[src/rtl/fma_dot_seq_pkg.sv]
// fma_dot_seq_pkg: shared fixed-point defaults and sequencer state encoding
package fma_dot_seq_pkg;
    localparam int Q_DEF = 15;
    localparam int N_DEF = 32;
    typedef enum logic [1:0] {IDLE = 2'd0, ACC = 2'd1, DONE = 2'd2} state_t;
endpackage

[src/rtl/fma_dot_seq_fma.sv]
// fma_dot_seq_fma: sign-magnitude Q-format a + b*c, magnitude wraps, no saturation
module fma_dot_seq_fma
    import fma_dot_seq_pkg::*;
#(
    parameter int Q = Q_DEF,
    parameter int N = N_DEF
) (
    input  logic [N-1:0] i_a,
    input  logic [N-1:0] i_b,
    input  logic [N-1:0] i_c,
    output logic [N-1:0] o_y
);
    logic [2*N-3:0] w_prod;
    logic [N-2:0]   w_pm;
    logic [N-2:0]   w_am;
    logic [N-2:0]   w_mag;
    logic           w_ps;
    logic           w_as;
    logic           w_ge;
    logic           w_sign;

    assign w_prod = {{(N-1){1'b0}}, i_b[N-2:0]} * {{(N-1){1'b0}}, i_c[N-2:0]};
    assign w_pm   = (N-1)'(w_prod >> Q);
    assign w_ps   = i_b[N-1] ^ i_c[N-1];
    assign w_as   = i_a[N-1];
    assign w_am   = i_a[N-2:0];
    assign w_ge   = w_am >= w_pm;
    assign w_mag  = (w_as == w_ps) ? w_am + w_pm : (w_ge ? w_am - w_pm : w_pm - w_am);
    assign w_sign = (w_as == w_ps || w_ge) ? w_as : w_ps;
    // a zero magnitude is always reported as +0
    assign o_y    = {w_sign && |w_mag, w_mag};
endmodule

[src/rtl/fma_dot_seq.sv]
// fma_dot_seq: streams (x,w) pairs through one fma stage to form bias + sum(x*w)
module fma_dot_seq
    import fma_dot_seq_pkg::*;
#(
    parameter int Q     = Q_DEF,
    parameter int N     = N_DEF,
    parameter int LEN_W = 8
) (
    input  logic             clk,
    input  logic             rst_n,
    input  logic             start,
    input  logic [LEN_W-1:0] len,
    input  logic [N-1:0]     bias,
    input  logic             in_valid,
    output logic             in_ready,
    input  logic [N-1:0]     x,
    input  logic [N-1:0]     w,
    output logic             out_valid,
    input  logic             out_ready,
    output logic [N-1:0]     result,
    output logic             busy
);
    state_t           r_state;
    state_t           w_next;
    logic [N-1:0]     r_acc;
    logic [N-1:0]     w_fma;
    logic [LEN_W-1:0] r_cnt;
    logic             w_beat;
    logic             w_load;

    fma_dot_seq_fma #(.Q(Q), .N(N)) u_fma (
        .i_a(r_acc),
        .i_b(x),
        .i_c(w),
        .o_y(w_fma)
    );

    assign w_load    = r_state == IDLE && start;
    assign w_beat    = r_state == ACC && in_valid;
    assign in_ready  = r_state == ACC;
    assign out_valid = r_state == DONE;
    assign busy      = r_state != IDLE;
    assign result    = r_acc;

    always_comb begin
        w_next = r_state;
        if (w_load) w_next = (len == '0) ? DONE : ACC;
        if (w_beat && r_cnt == LEN_W'(1)) w_next = DONE;
        if (r_state == DONE && out_ready) w_next = IDLE;
    end

    always_ff @(posedge clk or negedge rst_n) begin
        if (!rst_n) begin
            r_state <= IDLE;
            r_acc   <= '0;
            r_cnt   <= '0;
        end else begin
            r_state <= w_next;
            if (w_load) begin
                r_acc <= bias;
                r_cnt <= len;
            end else if (w_beat) begin
                r_acc <= w_fma;
                r_cnt <= r_cnt - LEN_W'(1);
            end
        end
    end
endmodule

[config.mk]
export PLATFORM = sky130hd
export DESIGN_NAME = fma_dot_seq
export DESIGN_NICKNAME = d
export VERILOG_FILES = /design/src/rtl/fma_dot_seq_pkg.sv /design/src/rtl/fma_dot_seq_fma.sv /design/src/rtl/fma_dot_seq.sv
export SDC_FILE = /design/constraint.sdc
export NUM_CORES = 2
export LEC_CHECK = 0
export CAP_MARGIN = 20
export CELL_PAD_IN_SITES_DETAIL_PLACEMENT = 0
export CELL_PAD_IN_SITES_GLOBAL_PLACEMENT = 2
export CORE_MARGIN = 2
export CORE_UTILIZATION = 40
export CTS_CLUSTER_SIZE = 8
export DETAILED_ROUTE_END_ITERATION = 12
export GPL_TIMING_DRIVEN = 0
export PLACE_DENSITY = 0.81
export SETUP_SLACK_MARGIN = 0.02
export SYNTH_ARGS = -nofsm -noshare
export SYNTH_HDL_FRONTEND = slang
export SYNTH_SLANG_ARGS = --single-unit
[constraint.sdc]
create_clock -name clk -period 3.85 [get_ports clk]
set_input_delay 1.155 -clock clk [delete_from_list [all_inputs] [get_ports clk]]
set_output_delay 1.155 -clock clk [all_outputs]
set_load 0.1 [all_outputs]
==> flow_summary_export.csv <==
group,metric,value,unit
yosys,synthFlopType,"dfrtp_1",
route,drc,0,
yosys,synth-edff-count,0,
yosys,synth_most_common_cell,"inv_1",
layout,area_growth,24.9,%
setup_path,critPathLaunchType,"input pin",
global_routing,grt_antenna_before_repair,2,
clock_network,clock_sinks,42,
layout,fillers,7610,
yosys,async_reset_ff_share,100,%
setup_path,r2r-start,"result[5]",
floorplanning,fp.dieH,286,µm
route,wl_met1,55.2,mm
clock_network,h-tree-depth,2,
setup_path,endpoint_kind,"flip-flop",
route,vias,27200,
timing,fin_crit_sh,302,%
route,vias_per_cell,5.35,
timing,skew,0.0172,ns
floorplanning,io_pins,144,
yosys,synthCells,3686,
timing,relSlewSlack,20.2,%
timing,rsz0062_at_grt,"true",
floorplanning,core_area,79000,µm²
layout,layout-drive-gt1-share,18.5,%
route,drt_iter0_drc,2207,
yosys,avgSynthCellArea,8.65,µm²
timing,finalMaxSlewViolations,0,
timing,finalWorstSetupSlack,-7.77,ns
setup_path,crit_cells,37,
clock_network,hold_buffers,0,
global_routing,first_global_vias,28300,
yosys,synth_fp_nets,4775,
placement,io_buffers,137,
worst_hold_path,holdCritStartpoint,"r_cnt[6]",
setup_path,path_class,"input pin to flip-flop",
setup_path,worstPathArrival,11.81,ns
floorplanning,rows,103,
setup_path,worst-path-buf-inv,6,
worst_hold_path,worstHoldPathCells,2,
setup_path,cpLargestDelayFamily,"adder cells",
layout,final_nets,5119,
route,avgRoutedWirePerCell,24.5,µm
setup_path,crit_start,"x[1]",
setup_path,reg2reg_depth,15,
clock_network,cts-root-buf,"clkbuf_16",
outcome,violations,"negative setup slack",
global_routing,overflow,0,
setup_path,slowest_stage,"fa_1",
clock_network,cts_buffers,5,
clock_network,clk_latency,0.31,ns
clock_network,clkTransAtPathRegs,0.08,ns
global_routing,grt_pass1_wl,187,mm
yosys,ys_ff_latch,42,
worst_hold_path,hold_class,"flip-flop to flip-flop",
run,cap_violations,0,
global_routing,grt_usage,30.9,%
setup_path,required,4.04,ns
timing,setup_viol,32,
route,dr_wl_met2,56.1,mm
setup_path,slowest_delay,0.65,ns
route,routed_wl,125,mm
yosys,yosysWarnings,0,
global_routing,grt_max_degree,34,
timing,hold_viol_final,0,
route,met3_length,10.1,mm
yosys,yosysTopAreaCell,"fa_1",
outcome,outcome,"finished with violations",
placement,pre_cts_slack,-10.47,ns
yosys,synth_top_cell_area_share,45.3,%
floorplanning,start_util,40.4,%
placement,place_inst,4874,
route,drt_first_pass_iters,5,
timing,fin_hold_ws,0.537,ns
floorplanning,die_area,82000,µm²
timing,worst_slew_pin_slew,1.17,ns
yosys,synthTopCellsByArea,"fa_1 (45%), ha_1 (10%), inv_1 (8.9%)",
placement,gp_congestion,0.981,
clock_network,cts_tree,"built",
setup_path,crit_top_cell,"fa_1",
layout,instances_no_fill,5083,
clock_network,cts.path.max_buffers,2,
floorplanning,die_w,286,µm
yosys,ys_seq_area_share,3.29,%
setup_path,cp_max_fo,10,
route,final_antenna_net_count,0,
timing,period_minus_slack,11.62,ns
placement,place_hpwl,103,mm
route,maxUsedRoutingLayer,"met5",
yosys,synth_cell_types,85,
yosys,ys_top_cells_by_count,"inv_1 (754), fa_1 (722), nand2_1 (543), and2_1 (370), ha_1 (258)",
timing,max_freq,0.0860,GHz
yosys,syn_area,31900,µm²
==> cells by family (layout without fill, tap and decap cells) <==
| logic type | after synthesis | count (layout) | share of synthesized area, % |
|---|---|---|---|
| buffers and inverters | 971 | 1316 | 11.6 |
| adders and majority gates | 980 | 980 | 55.4 |
| other | 0 | 2 | 0 |
| and+or+nand+nor | 1157 | 1157 | 17.7 |
| AOI/OAI and AO/OA | 433 | 433 | 9.06 |
| xor gates and xnor gates | 90 | 90 | 2.47 |
| muxes | 13 | 13 | 0.424 |
| DFF | 42 | 42 | 3.29 |
==> worst min-delay path, delay by kind of cell (launching register included) <==
kind	cells	cell delay [ns]
flops	1	0.34
compound gates	2	0.16
==> what timing repair did <==
action | CTS | global route
gates cloned | 2 | 1
gates resized for setup | 714 | 299
pin swaps | 124 | 169
setup buffers | 128 | 72
endpoints found under the setup margin | 32 | 32
==> flip-flops by register name (all words and copies together), names as in the netlist <==
name,count
result,32
r_state,2
r_cnt,8
==> metal layers <==
layer  global-route usage (%)  up-vias
met2                     48.0     1009
met1                     45.3    14200
met3                     5.08      145
met5                        0        -
li1                         -    11900
met4                     6.65        2
==> cell usage in the layout, fill, tap and decap left out, types with 28 or more instances in the layout <==
cell type / Yosys / layout
fa_1: 722 / 670
clkbuf_4: 0 / 30
o21ai_0: 84 / 52
nand2_1: 543 / 538
a21o_1: 41 / 40
and2_4: 0 / 31
a22oi_1: 29 / 29
buf_6: 3 / 44
xnor2_1: 69 / 48
a21oi_1: 104 / 83
clkbuf_8: 0 / 64
ha_1: 258 / 239
clkbuf_16: 0 / 28
buf_2: 15 / 36
dfrtp_1: 42 / 42
buf_4: 4 / 161
clkdlybuf4s50_1: 0 / 81
and2_1: 370 / 339
fa_2: 0 / 52
inv_1: 754 / 738
nor2_1: 87 / 85
==> layout make-up <==
class / instances / area [µm²] / share of cell area, %
clock buffer: 6 / 139 / 0.348
clock inverter: 2 / 60.1 / 0.151
buffer: 214 / 2460 / 6.18
multi-input combinational: 2673 / 28900 / 72.5
tap: 1050 / 1310 / 3.30
timing repair buffer: 339 / 3110 / 7.80
inverter: 755 / 2840 / 7.12
antenna: 2 / 5.00 / 0.0126
sequential: 42 / 1050 / 2.64
==> per-stage QoR <==
stage               util [%]  setup TNS [ns]  instance area (µm²)
finish                  50.4         -222.46                39900
global route            50.4         -229.22                39800
CTS                     48.6         -227.13                38400
detailed placement      44.4         -292.28                35100
global placement        44.4         -294.60                35100
floorplan                  -         -188.57                32400
==> path summary, 6_finish.rpt <==
path / to / slack (ns)
max: result[31] / -7.77
max reg2reg: result[31] / -0.71
min: r_cnt[6] / 0.54
min reg2reg: r_cnt[6] / 0.54
max in group asynchronous: result[1] / 2.61
min in group asynchronous: result[23] / 0.72
Power is not shown: default switching activity piles up to over one toggle a cycle in this logic, so the estimate is an artifact.
